## config.mk

```make
export PLATFORM = sky130hd
export DESIGN_NAME = tile_stream_merge
export DESIGN_NICKNAME = d
export VERILOG_FILES = /design/src/rtl/tile_stream_pkg.sv /design/src/rtl/rr_arbiter4.sv /design/src/rtl/tile_stream_merge.sv
export SDC_FILE = /design/constraint.sdc
export NUM_CORES = 1
export LEC_CHECK = 0
export ABC_CLOCK_PERIOD_IN_PS = 8400
export BUFFER_PORTS_ARGS = -buffer_cell sky130_fd_sc_hd__buf_2
export CORE_MARGIN = 2
export CORE_UTILIZATION = 52
export DETAILED_ROUTE_END_ITERATION = 10
export PLACE_DENSITY = 0.88
export SYNTH_ARGS = -nofsm -noshare
export SYNTH_HDL_FRONTEND = slang
export SYNTH_SLANG_ARGS = --single-unit
```

## constraint.sdc

```tcl
create_clock -name clk_line -period 8.4 [get_ports clk_line]
set_clock_uncertainty 0.1 [all_clocks]
set_input_delay 0.84 -clock clk_line [delete_from_list [all_inputs] [get_ports clk_line]]
set_output_delay 0.84 -clock clk_line [all_outputs]
set_load 0.05 [all_outputs]
```

## src/rtl/tile_stream_pkg.sv

```systemverilog
// tile_stream_pkg: shared types for the tile egress stream merger.
package tile_stream_pkg;
    localparam int LANES = 4;
    typedef logic [1:0] lane_idx_t;
    typedef enum logic {IDLE, LOCKED} merge_state_t;
endpackage

```

## src/rtl/rr_arbiter4.sv

```systemverilog
// rr_arbiter4: combinational 4-way round-robin pick starting after last_grant.
module rr_arbiter4
    import tile_stream_pkg::*;
(
    input  logic [LANES-1:0] req,
    input  lane_idx_t        last_grant,
    output lane_idx_t        gnt_idx,
    output logic             gnt_any
);
    lane_idx_t cand;
    // Scan from the farthest offset down so the nearest requester after last_grant wins.
    always_comb begin
        gnt_idx = last_grant;
        cand = last_grant;
        gnt_any = |req;
        for (int k = LANES; k >= 1; k--) begin
            cand = last_grant + lane_idx_t'(k);
            if (req[cand]) gnt_idx = cand;
        end
    end
endmodule

```

## src/rtl/tile_stream_merge.sv

```systemverilog
// tile_stream_merge: packet-level 4:1 AXI-stream merger with lane index on TDEST,
// per-lane packet counters and sticky malformed-TKEEP flags.
module tile_stream_merge
    import tile_stream_pkg::*;
#(
    parameter int BW    = 32,
    parameter int BWB   = BW / 8,
    parameter int CNT_W = 16
) (
    input  logic                   clk_line,
    input  logic                   clk_line_rst_low,
    input  logic [LANES-1:0]       in_TVALID,
    input  logic [LANES*BW-1:0]    in_TDATA,
    input  logic [LANES*BWB-1:0]   in_TKEEP,
    input  logic [LANES-1:0]       in_TLAST,
    output logic [LANES-1:0]       in_TREADY,
    output logic                   out_TVALID,
    output logic [BW-1:0]          out_TDATA,
    output logic [BWB-1:0]         out_TKEEP,
    output logic                   out_TLAST,
    output lane_idx_t              out_TDEST,
    input  logic                   out_TREADY,
    output logic [LANES*CNT_W-1:0] pkt_cnt,
    output logic [LANES-1:0]       keep_err,
    input  logic                   err_clear
);
    merge_state_t     state, state_nx;
    lane_idx_t        grant, last_grant, pick;
    logic             pick_any, can_load, accept, beat_last;
    logic [BW-1:0]    beat_data;
    logic [BWB-1:0]   beat_keep;
    logic [LANES-1:0] grant_hot;

    rr_arbiter4 u_arb (
        .req        (in_TVALID),
        .last_grant (last_grant),
        .gnt_idx    (pick),
        .gnt_any    (pick_any)
    );

    assign can_load  = !out_TVALID || out_TREADY;
    assign accept    = (state == LOCKED) && in_TVALID[grant] && can_load;
    assign beat_data = in_TDATA[int'(grant)*BW +: BW];
    assign beat_keep = in_TKEEP[int'(grant)*BWB +: BWB];
    assign beat_last = in_TLAST[grant];
    assign grant_hot = LANES'(1) << grant;

    always_ff @(posedge clk_line or negedge clk_line_rst_low) begin
        if (!clk_line_rst_low) state <= IDLE;
        else state <= state_nx;
    end

    always_comb begin
        state_nx = (state == IDLE) ? (pick_any ? LOCKED : IDLE)
                                   : ((accept && beat_last) ? IDLE : LOCKED);
    end

    always_comb begin
        in_TREADY = (state == LOCKED && can_load) ? grant_hot : '0;
    end

    always_ff @(posedge clk_line or negedge clk_line_rst_low) begin
        if (!clk_line_rst_low) begin
            grant      <= '0;
            last_grant <= lane_idx_t'(LANES - 1);
            out_TVALID <= 1'b0;
            out_TDATA  <= '0;
            out_TKEEP  <= '0;
            out_TLAST  <= 1'b0;
            out_TDEST  <= '0;
            pkt_cnt    <= '0;
            keep_err   <= '0;
        end else begin
            if (state == IDLE && pick_any) begin
                grant      <= pick;
                last_grant <= pick;
            end
            if (accept) begin
                out_TVALID <= 1'b1;
                out_TDATA  <= beat_data;
                out_TKEEP  <= beat_keep;
                out_TLAST  <= beat_last;
                out_TDEST  <= grant;
            end else if (out_TREADY) begin
                out_TVALID <= 1'b0;
            end
            if (accept && beat_last)
                pkt_cnt[int'(grant)*CNT_W +: CNT_W] <= pkt_cnt[int'(grant)*CNT_W +: CNT_W] + 1'b1;
            // A new error in the same cycle as a clear survives the clear.
            keep_err <= (err_clear ? '0 : keep_err)
                      | ((accept && !beat_last && beat_keep != '1) ? grant_hot : '0);
        end
    end
endmodule

```

==> results.py, run 1 <==
metrics = {
    "status": {
        "status": "completed",
    },
    "timing": {
        "fmax_ghz": 0.267,
        "grt_setup_unrepaired": "no",
        "tightest_slew_ns": 0.958,
        "slew-limit-headroom_pct": 36.1,
        "tns_ns": 0,
        "drv_slew": 0,
        "period_share_pct": 44.6,
        "finalHoldViolations": 0,
        "setup_viol": 0,
        "min_period_ns": 3.75,
    },
    "clocking": {
        "ctsHoldBuffers": 0,
        "post_cts_resized": 0,
        "cts_buffers": 17,
        "tritoncts": "done",
        "insertion_delay_ns": 0.41,
        "clockBufferDepth": 2,
        "h-tree-depth": 4,
        "cts_root_buffer": "clkbuf_16",
        "cts_sinks": 113,
        "clkTransAtPathRegs_ns": 0.05,
        "post_cts_buffers": 0,
    },
    "die": {
        "die_x_microns": 112,
        "coreArea_sq_um": 11400,
        "initial_core_util_pct": 53.2,
        "die_h_microns": 112,
        "num_io_pins": 268,
        "fp-row-count": 39,
        "die-area_sq_um": 12500,
    },
    "power": {
        "power_density_nw_per_um2": 361,
        "power_leakage_uw": 0.00393,
        "ir_worst_vdd_mv": 0.359,
    },
    "cells_and_area": {
        "instances_no_fill": 913,
        "stdcell_area_sq_um": 8020,
        "fin_nets": 920,
        "drive_gt1_share_pct": 51.0,
        "area.growth.synth_to_final_pct": 32.7,
    },
    "detailed_routing": {
        "drcViolationCount": 0,
        "drtIter0Drc": 569,
        "vias": 5438,
        "final_antenna_net_count": 0,
        "firstDrtPassIters": 6,
        "routed_wl_mm": 18.9,
        "wl_per_cell_microns": 20.7,
        "vias_per_cell": 5.96,
    },
    "yosys": {
        "synth.most_common_cell": "dfrtp_1",
        "ys.flop_type": "dfrtp_1",
        "syn_nets": 659,
        "synth_top_area_cell": "dfrtp_1",
        "syn_area_per_cell_sq_um": 12.2,
        "netlist.area_leader.share_pct": 46.0,
        "syn_area_sq_um": 6040,
        "async_reset_ff_share_pct": 100,
        "yosysSeqAreaShare_pct": 46.8,
        "ys_seq_elements": 113,
        "synthTopCellsByCount": "dfrtp_1, nand2_1, mux4_2, o21ai_0, mux2_2",
        "synthCells": 494,
        "synth_area_leaders": "dfrtp_1, mux4_2, nand2_1",
        "synth_cell_types": 44,
        "synth-edff-count": 0,
        "ys_warn_count": 0,
    },
    "setup_path": {
        "worstPathMaxFanout": 35,
        "arrival_ns": 2.81,
        "endpoint_kind": "output port",
        "crit_type": "reg2out",
        "critical-path-top-delay-family": "buffers and inverters",
        "path_buf_inv": 3,
        "cpPeakStageDelay_ns": 0.79,
        "worst-endpoint-required_ns": 7.46,
        "worstPathCellList": "buf_4, inv_1, ha_1, and3_1, buf_2",
        "slowest_stage": "dfrtp_4",
        "start_kind": "flop",
    },
    "global_routing": {
        "grt_pass1_wl_mm": 29.2,
        "grt_max_degree": 61,
        "grt.total_usage_pct": 30.2,
        "grt_pass1_vias": 5464,
        "grt_overflow": 0,
        "antenna_found_initial": 2,
    },
    "placed_design": {
        "placed_area_sq_um": 7410,
        "place_inst": 879,
        "dp_hpwl_mm": 13.7,
        "portBuffers": 267,
        "place.gp.congestion": 0.907,
    },
    "hold_path": {
        "holdCritPathClass": "in2async",
    },
    "run": {
        "drv_cap": 0,
    },
}
==> area by class of cell <==
| class | count | area, sq um |
|---|---|---|
| multi-input cells | 341 | 2990 |
| inverters | 12 | 45.0 |
| repair buffers | 270 | 1360 |
| clock inverters | 11 | 135 |
| diodes | 2 | 5.00 |
| well taps | 143 | 179 |
| fillers | 779 | 3350 |
| flip-flops and latches | 113 | 2840 |
| clock buffers | 21 | 470 |
==> cells in the final DEF, fill, tap and decap left out, drive strengths merged, types with 2 or more instances in the layout <==
cell / count
a21oi: 7
inv: 12
bufinv: 3
nand2: 93
clkbuf: 21
nor2: 8
clkinvlp: 2
clkinv: 6
nor4: 5
nand3: 12
mux2i: 3
nand4: 5
nand2b: 4
mux2: 32
ha: 9
mux4: 53
dfstp: 2
xor2: 2
buf: 270
nor3: 3
dfrtp: 111
o21ai: 72
o21a: 2
xnor2: 12
a31oi: 2
a21o: 2
diode: 2
and3: 6
==> state kept, by name, summed over array words and instances (netlist names) <==
register    flops
keep_err        4
out_TDEST       2
out_TLAST       1
out_TVALID      1
pkt_cnt        64
grant           2
out_TKEEP       4
state           1
last_grant      2
out_TDATA      32
==> stage by stage <==
stage          setup slack, ns  hold slack [ns]  utilization, %  total power [uW]
2_1_floorplan             5.44            0.427               -              1870
3_3_place_gp              4.86            0.361            65.2              2130
3_5_place_dp              4.67            0.366            65.2              2170
4_1_cts                   4.60            0.388            70.5              2900
5_1_grt                   4.34            0.407            70.6              3020
6_report                  4.65            0.381            70.6              2890
==> path summary, 6_finish.rpt <==
kind                                       start            end  slack [ns]  cells past startpoint
worst max-delay path                    grant[0]   in_TREADY[0]        4.65                      5
worst min-delay path            clk_line_rst_low     out_TVALID        0.38                      1
worst max register to register          grant[0]    pkt_cnt[57]        4.72                      6
worst min register to register     out_TDATA[28]  out_TDATA[28]        0.39                      1
max in group asynchronous       clk_line_rst_low  out_TDATA[24]        6.55                      2
min in group clk_line              out_TDATA[28]  out_TDATA[28]        0.39                      1
==> cells by family after synthesis <==
| kind of cell | after synthesis | synth area share, % |
|---|---|---|
| AND/OR/NAND/NOR | 143 | 11.5 |
| flip-flops | 113 | 46.8 |
| multiplexers | 88 | 26.6 |
| AO/OA/AOI/OAI | 87 | 7.51 |
| buffers and inverters | 40 | 3.73 |
| XOR/XNOR | 14 | 2.03 |
| adder cells (fa/ha/maj) | 9 | 1.86 |
==> metal layers <==
metal / part of all wire (%) / track usage [%] / up-vias
li1: - / - / 2343
met2: 52 / 52.7 / 358
met3: 8.0 / 7.57 / 78
met5: 0 / 0 / -
met1: 35 / 34.6 / 2659
met4: 5.1 / 15.0 / 0
==> power breakdown <==
part / switching, uW / internal, uW
registers: 115 / 684
clock network: 243 / 486
logic: 880 / 485
(Power assumes the default switching activity.)
==> inputs of run 2 (changes only) <==
--- a/config.mk
+++ b/config.mk
@@ -5,12 +5,12 @@
 export SDC_FILE = /design/constraint.sdc
 export NUM_CORES = 1
 export LEC_CHECK = 0
-export ABC_CLOCK_PERIOD_IN_PS = 8400
+export ABC_CLOCK_PERIOD_IN_PS = 3500
 export BUFFER_PORTS_ARGS = -buffer_cell sky130_fd_sc_hd__buf_2
 export CORE_MARGIN = 2
-export CORE_UTILIZATION = 52
+export CORE_UTILIZATION = 48
 export DETAILED_ROUTE_END_ITERATION = 10
-export PLACE_DENSITY = 0.88
+export PLACE_DENSITY = 0.82
 export SYNTH_ARGS = -nofsm -noshare
 export SYNTH_HDL_FRONTEND = slang
 export SYNTH_SLANG_ARGS = --single-unit
==> constraint.sdc (replaced) <==
create_clock -name clk_line -period 3.5 [get_ports clk_line]
set_clock_uncertainty 0.1 [all_clocks]
set_input_delay 0.35 -clock clk_line [delete_from_list [all_inputs] [get_ports clk_line]]
set_output_delay 0.35 -clock clk_line [all_outputs]
set_load 0.05 [all_outputs]
==> run 2 against run 1 <==
Net effect:
- first-iteration DRC count fell by 20%
- register-to-register slack got worse by 4.2 ns
- sequential share of layout area fell by 0.14 points
- critical endpoint is now pkt_cnt[25]
==> results.py, run 2 (synthesis results as in run 1) <==
metrics = {
    "detailed_routing": {
        "drcViolationCount": 0,
        "vias_per_cell": 5.72,
        "routed_wl_mm": 19.6,
        "firstDrtPassIters": 5,
        "wl_per_cell_microns": 20.6,
        "vias": 5419,
        "drtIter0Drc": 453,
        "final_antenna_net_count": 0,
    },
    "setup_path": {
        "rrSetupSlack_ns": 0.49,
        "worstPathCellList": "inv_1, mux2i_2, nand3_1, nand2_1, o21ai_0",
        "crit_path_end": "pkt_cnt[25]",
        "endpoint_kind": "flop",
        "reg2regPathDepth": 5,
        "r2r-end": "pkt_cnt[25]",
        "cpPeakStageDelay_ns": 0.89,
        "arrival_ns": 3.18,
        "slowest_stage": "dfrtp_4",
        "setup.worst_path.start": "grant[0]",
        "start_kind": "flop",
        "worstPathMaxFanout": 42,
        "r2r_start": "grant[0]",
        "crit_type": "reg2reg",
        "worst-endpoint-required_ns": 3.67,
    },
    "clocking": {
        "post_cts_resized": 0,
        "cts_buffers": 17,
        "tritoncts": "done",
        "insertion_delay_ns": 0.41,
        "cts_sinks": 113,
        "cts_root_buffer": "clkbuf_16",
        "post_cts_buffers": 0,
        "clockBufferDepth": 2,
        "h-tree-depth": 4,
        "clkTransAtPathRegs_ns": 0.05,
    },
    "cells_and_area": {
        "largestRegisters": "pkt_cnt: 64 flops, out_TDATA: 32 flops",
        "largest_reg_flops": 64,
        "stdcell_area_sq_um": 8050,
        "area.growth.synth_to_final_pct": 33.2,
        "fillers": 933,
        "drive_gt1_share_pct": 51.2,
        "top_register": "pkt_cnt",
        "fin_nets": 926,
        "mostFrequentLayoutCell": "buf_2",
        "instances_no_fill": 948,
        "most-common-layout-cells": "buf_2, dfrtp_1, nand2_1",
    },
    "timing": {
        "whs_ns": 0.0925,
        "min_period_ns": 3.01,
        "tns_ns": 0,
        "drv_slew": 0,
        "slew-limit-headroom_pct": 39.2,
        "setup_viol": 0,
        "grt_setup_unrepaired": "no",
        "tightest_slew_ns": 0.910,
        "period_share_pct": 86.0,
        "finalHoldViolations": 0,
        "fmax_ghz": 0.332,
    },
    "die": {
        "num_io_pins": 268,
        "die_x_microns": 116,
        "initial_core_util_pct": 49.7,
        "fp-row-count": 40,
        "coreArea_sq_um": 12200,
        "die_h_microns": 116,
        "die-area_sq_um": 13500,
    },
    "power": {
        "ir_worst_vdd_mv": 0.487,
        "power_density_nw_per_um2": 846,
        "seq_power_share_pct": 29.0,
        "power_switching_uw": 3000,
        "power_leakage_uw": 0.00393,
        "combPwrFrac_pct": 47.7,
        "p_int_uw": 3810,
        "swShare_pct": 44.1,
        "clkPwrFrac_pct": 23.4,
    },
    "global_routing": {
        "grt_pass1_vias": 5486,
        "grt_max_degree": 48,
        "grt_pass1_wl_mm": 29.9,
        "grt_overflow": 0,
        "antenna_found_initial": 6,
        "grt.total_usage_pct": 30.1,
    },
    "placed_design": {
        "dp_hpwl_mm": 14.5,
        "place.gp.congestion": 0.939,
        "portBuffers": 267,
        "placed_area_sq_um": 7480,
        "place_inst": 909,
    },
    "status": {
        "status": "completed",
    },
    "run": {
        "drv_cap": 0,
    },
    "hold_path": {
        "holdCritPathClass": "in2reg",
    },
}
[run 2: cell types whose count changed in the layout (fill, tap and decap cells not counted)]
cell	change
buf_4	+5
diode_2	+5
bufinv_16	-2
clkinvlp_4	+2
clkbuf_8	-1
dlygate4sd3_1	+1
[run 2: metrics by stage]
stage	util (%)	power [uW]	worst slack, ns
5_1_grt	66.2	7120	0.290
6_report	66.2	6820	0.491
2_1_floorplan	-	4490	0.728
4_1_cts	66.1	6820	0.515
3_3_place_gp	61.5	5110	0.691
3_5_place_dp	61.5	5230	0.527
[run 2: layout make-up]
class,instances,area (sq um),share of cell area [%]
Multi-Input combinational cell,341,2990,37.1
Sequential cell,113,2840,35.2
Timing Repair Buffer,276,1410,17.5
Clock buffer,20,457,5.67
Tap cell,168,210,2.61
Clock inverter,11,90.1,1.12
Inverter,12,45.0,0.559
Antenna cell,7,17.5,0.217
[run 2: timing repair]
action | in CTS | in global routing
setup endpoints to repair | 0 | 0
hold buffers | 1 | 0
endpoints found under the hold margin | 42 | 0
[run 2: layer usage]
| layer | share of wire [%] | vias to the layer above | GRT usage (%) |
|---|---|---|---|
| li1 | - | 2362 | - |
| met1 | 37 | 2688 | 35.9 |
| met2 | 52 | 310 | 50.2 |
| met3 | 7.0 | 59 | 7.68 |
| met4 | 4.2 | 0 | 16.7 |
| met5 | 0 | - | 0 |
[run 2: power groups by stage]
stage / clock (uW) / combinational (uW) / sequential (uW)
final: 1590 / 3250 / 1970
after global routing: 1680 / 3420 / 2030
after CTS: 1610 / 3230 / 1970
after detailed placement: 0 / 3230 / 2000
after global placement: 0 / 3140 / 1970
after floorplan: 0 / 1690 / 2800
[run 2: critical path: cells and delay by family (launching register included)]
family | cells | cell delay (ns)
compound gates | 1 | 0.11
buf+inv | 1 | 0.32
flops | 1 | 0.89
mux | 1 | 0.42
simple gates | 2 | 1.00
[run 2: worst min path at each step]
stage | startpoint | end | cells after the start | slack [ns]
2_1_floorplan | clk_line_rst_low | grant[0] | 0 | -0.05
3_3_place_gp | clk_line_rst_low | out_TDATA[28] | 1 | 0.28
3_5_place_dp | clk_line_rst_low | out_TDATA[28] | 1 | 0.30
4_1_cts | err_clear | keep_err[1] | 2 | 0.07
5_1_grt | err_clear | keep_err[1] | 2 | 0.08
6_report | err_clear | keep_err[3] | 2 | 0.09
